<file path="src/rtl/key_beep_ctrl.sv">
// Short/long key-press classifier with beeper enable, 4-tone select and square-wave buzzer drive.
// Optional macro BEEP_AUTO_OFF_EN adds an auto-off timeout of OFF_CNT cycles while enabled.
module key_beep_ctrl #(
  parameter int LONG_CNT = 50000000,
  parameter int HALF0    = 95556,
  parameter int HALF1    = 85131,
  parameter int HALF2    = 75843,
  parameter int HALF3    = 71586,
  parameter int OFF_CNT  = 500000000
) (
  input  logic       clk,
  input  logic       rst_n,
  input  logic       key_in,
  output logic       beep,
  output logic       beep_en,
  output logic [1:0] tone_sel,
  output logic       short_pulse,
  output logic       long_pulse
);

  localparam int HALF_A   = (HALF0 > HALF1) ? HALF0 : HALF1;
  localparam int HALF_B   = (HALF2 > HALF3) ? HALF2 : HALF3;
  localparam int HALF_MAX = (HALF_A > HALF_B) ? HALF_A : HALF_B;
  localparam int HW       = $clog2(LONG_CNT);
  localparam int DW       = $clog2(HALF_MAX);

  typedef enum logic [1:0] {IDLE, PRESS, HOLD} state_t;

  state_t        state;
  logic          key_r;
  logic [HW-1:0] hold_cnt;
  logic [DW-1:0] div_cnt;
  logic [DW-1:0] half_m1;
  logic          press;
  logic          rel;
  logic          long_hit;
  logic          short_hit;

  assign press     = key_r & ~key_in;
  assign rel       = ~key_r & key_in;
  // A release on the very edge the hold count matures still classifies as long.
  assign long_hit  = (state == PRESS) && (hold_cnt == HW'(LONG_CNT - 1));
  assign short_hit = (state == PRESS) && rel && !long_hit;

  always_comb begin
    half_m1 = DW'(HALF0 - 1);
    case (tone_sel)
      2'd0: half_m1 = DW'(HALF0 - 1);
      2'd1: half_m1 = DW'(HALF1 - 1);
      2'd2: half_m1 = DW'(HALF2 - 1);
      2'd3: half_m1 = DW'(HALF3 - 1);
      default: half_m1 = DW'(HALF0 - 1);
    endcase
  end

`ifdef BEEP_AUTO_OFF_EN
  localparam int OW = $clog2(OFF_CNT);
  logic [OW-1:0] off_cnt;
  logic          off_hit;

  // A long-press strobe restarts the timeout rather than expiring it.
  assign off_hit = beep_en && !long_hit && (off_cnt == OW'(OFF_CNT - 1));

  always_ff @(posedge clk or negedge rst_n) begin
    if (!rst_n) begin
      off_cnt <= '0;
    end else if (!beep_en || short_hit || long_hit || off_hit) begin
      off_cnt <= '0;
    end else begin
      off_cnt <= off_cnt + OW'(1);
    end
  end
`endif

  always_ff @(posedge clk or negedge rst_n) begin
    if (!rst_n) begin
      key_r       <= 1'b1;
      state       <= IDLE;
      hold_cnt    <= '0;
      div_cnt     <= '0;
      beep        <= 1'b0;
      beep_en     <= 1'b0;
      tone_sel    <= 2'd0;
      short_pulse <= 1'b0;
      long_pulse  <= 1'b0;
    end else begin
      key_r       <= key_in;
      short_pulse <= short_hit;
      long_pulse  <= long_hit;

      case (state)
        IDLE: begin
          if (press) begin
            state    <= PRESS;
            hold_cnt <= '0;
          end
        end
        PRESS: begin
          if (long_hit) begin
            state    <= key_in ? IDLE : HOLD;
            tone_sel <= tone_sel + 2'd1;
          end else if (rel) begin
            state <= IDLE;
          end else begin
            hold_cnt <= hold_cnt + HW'(1);
          end
        end
        HOLD: begin
          if (rel) state <= IDLE;
        end
        default: state <= IDLE;
      endcase

      if (short_hit) begin
        beep_en <= ~beep_en;
`ifdef BEEP_AUTO_OFF_EN
      end else if (off_hit) begin
        beep_en <= 1'b0;
`endif
      end

      // Restart the divider on a tone change so the held level lasts a full new half-period.
      if (!beep_en) begin
        div_cnt <= '0;
        beep    <= 1'b0;
      end else if (long_hit) begin
        div_cnt <= '0;
      end else if (div_cnt == half_m1) begin
        div_cnt <= '0;
        beep    <= ~beep;
      end else begin
        div_cnt <= div_cnt + DW'(1);
      end
    end
  end

endmodule

</file>
<file path="config.mk">
export PLATFORM = sky130hd
export DESIGN_NAME = key_beep_ctrl
export DESIGN_NICKNAME = d
export VERILOG_FILES = /design/src/rtl/key_beep_ctrl.sv
export SDC_FILE = /design/constraint.sdc
export NUM_CORES = 1
export LEC_CHECK = 0
export ABC_AREA = 1
export CORE_ASPECT_RATIO = 1.75
export CORE_MARGIN = 2
export CORE_UTILIZATION = 55
export DETAILED_ROUTE_END_ITERATION = 10
export HOLD_SLACK_MARGIN = 0.1
export PLACE_DENSITY_LB_ADDON = 0.1
export SLEW_MARGIN = 20
export SYNTH_ARGS = -nofsm -noshare
export SYNTH_HDL_FRONTEND = slang
export SYNTH_SLANG_ARGS = --single-unit
</file>
<file path="constraint.sdc">
create_clock -name clk -period 1.9 [get_ports clk]
set_input_delay 0.38 -clock clk [delete_from_list [all_inputs] [get_ports clk]]
set_output_delay 0.38 -clock clk [all_outputs]
set_load 0.02 [all_outputs]
</file>
==> flow_summary.toml <==
[placed_design]
hpwl_mm = 6.90
io_buffers = 8
placed_cells = 606
routabilityCongestion = 0.916
pre_cts_ws_ns = -0.0000847

[die]
initial_core_util_pct = 56.2
die_w_um = 63.9
rows = 38
ios = 9
coreArea_um2 = 6130
die_h_um = 109
die-area_um2 = 6950

[layout]
fin_cells = 615
n_antenna_cell = 0
final_common_cell = "nand2_1"
drive_above_1_share_pct = 8.41
fin_util_pct = 62.4
fin_nets = 546
final_cell_mix = "nand2_1 (162), nor2_1 (74), inv_1 (59)"
areaGrowthSynthToFinish_pct = 11.0

[timing]
period_minus_slack_ns = 1.83
skew_ns = 0.0131
fin_crit_sh_pct = 96.5
slew-limit-headroom_pct = 70.5
finalMaxSlewViolations = 0
worst_pin_slew_ns = 0.441
fin_ws_ns = 0.0660
hold_viol = 0
setup_viol = 0
fmax_mhz = 545

[clock_network]
clk_pin_slew_ns = 0.11
cts_root_buf = "clkbuf_8"
cts_made_buffers = 5
cts.htree.levels = 2
clockBufferDepth = 2
clock_latency_ns = 0.33
cts_tree = "done"
cts.sinks = 52

[setup_path]
critical_path_arrival_ns = 1.45
crit_path_end_kind = "output pin"
worstPathRequired_ns = 1.52
cp_max_fo = 7
startpoint_type = "register"
criticalPathCategory = "reg2out"

[synthesis]
ys_seq_area_share_pct = 37.8
synth_nets = 523
synth_top_area_cell = "dfrtp_1"
synth_cell_type_count = 30
synthArstFlopShare_pct = 100
synth_edf_count = 0
synth_ff_type = "dfrtp_1"
synth_area_leaders = "dfrtp_1 (37%), nand2_1 (18%), nor2_1 (8.2%), nand3_1 (6.8%), inv_1 (6.5%)"
yosys_warnings = 0
syn_inst = 511
syn_avg_cell_area_um2 = 6.75
yosysTopAreaCellShare_pct = 37.0
synth_seq_cells = 52
syn_area_um2 = 3450

[detailed_routing]
detail-route-antenna-nets = 0
wl_per_cell_um = 14.3
via_per_inst = 5.32
drt_first_pass_iters = 4
routed_wl_mm = 8.82
remaining_drc_errors = 0
num_vias = 3272
drt_iter0_drc = 95

[grt]
grt_pass1_wl_mm = 14.4
grt-ovfl-total = 0
grt_max_degree = 53
antenna_found_initial = 0
grt_pass1_vias = 3261
grt_usage_pct = 27.0

[flow_run]
cap_violations = 0

[power_and_ir_drop]
p_leak_nw = 1.70
p_per_area_nw_per_um2 = 639
total_power_mw = 2.45
peakVddDrop_mv = 0.668

[run_status]
run_status = "finished clean"

[hold_path]
hp-class = "reg2reg"
[area by class of cell]
| type | count | area, um^2 |
|---|---|---|
| Clock buffer | 5 | 68.8 |
| Clock inverter | 3 | 27.5 |
| Fill cell | 585 | 2300 |
| Inverter | 64 | 241 |
| Multi-Input combinational cell | 387 | 1850 |
| Sequential cell | 52 | 1310 |
| Tap cell | 80 | 100 |
| Timing Repair Buffer | 24 | 235 |
[metal layers]
layer	GRT usage (%)	routed length [um]	vias up
met2	52.8	4870	69
met5	0	0	-
met4	19.7	608	0
met3	3.51	182	38
li1	-	-	1652
met1	24.5	3160	1513
[worst max-delay path: stages, from the launching register on]
cell,delay [ns]
dfrtp_2,0.37
buf_4,0.15
clkdlybuf4s50_1,0.61
[path summary, 6_finish.rpt]
path | from | to | slack [ns] | depth (start not counted)
hold / removal | beep | beep | 0.52 | 2
min in group asynchronous | rst_n | div_cnt[0] | 0.57 | 3
setup / recovery | tone_sel[0] | tone_sel[0] | 0.07 | 2
setup reg to reg | tone_sel[0] | div_cnt[13] | 0.14 | 13
hold reg to reg | beep | beep | 0.52 | 2
max in group asynchronous | rst_n | key_r | 1.04 | 3
[synthesized netlist by cell type (all sizes together) (2+ instances only)]
library cell  count
a21oi             4
o21ai            30
ha                9
inv              62
nor3             15
dfrtp            51
nand3            49
nand4            13
xor2             15
o21bai            2
nor2             79
clkbuf            3
clkinv            2
xnor2             4
nand2           165
buf               5
[logic make-up after synthesis]
kind of cell,synth area share (%)
AO/OA/AOI/OAI,5.62
XOR/XNOR,4.82
adder cells (fa/ha/maj),3.26
buffers and inverters,8.89
flip-flops,37.8
AND/OR/NAND/NOR,39.6
[repair_timing]
action,in CTS,in global routing
buffers inserted,0,0
hold buffers,1,0
gates resized for setup,0,3
endpoints found under the setup margin,0,16
hold endpoints to repair,51,0
[stage by stage]
step / TNS, ns / area [um^2] / hold WS [ns]
5_1_grt: -0.00653 / 3830 / 0.537
3_3_place_gp: 0 / 3710 / 0.388
3_5_place_dp: -0.0000847 / 3710 / 0.395
6_report: 0 / 3830 / 0.517
2_1_floorplan: 0 / 3450 / 0.0844
4_1_cts: 0 / 3820 / 0.522
[flip-flops by register name (all words and copies together), names as in the netlist]
register / count
short_pulse: 1
key_r: 1
beep: 1
long_pulse: 1
beep_en: 1
state: 2
tone_sel: 2
hold_cnt: 26
div_cnt: 17
[report_power, final]
part           internal [mW]  switching [mW]
Combinational          0.195           0.312
Sequential              1.18          0.0853
Clock                  0.271           0.407
Total                   1.64           0.804
No activity file was read; power rests on OpenSTA's default activity.
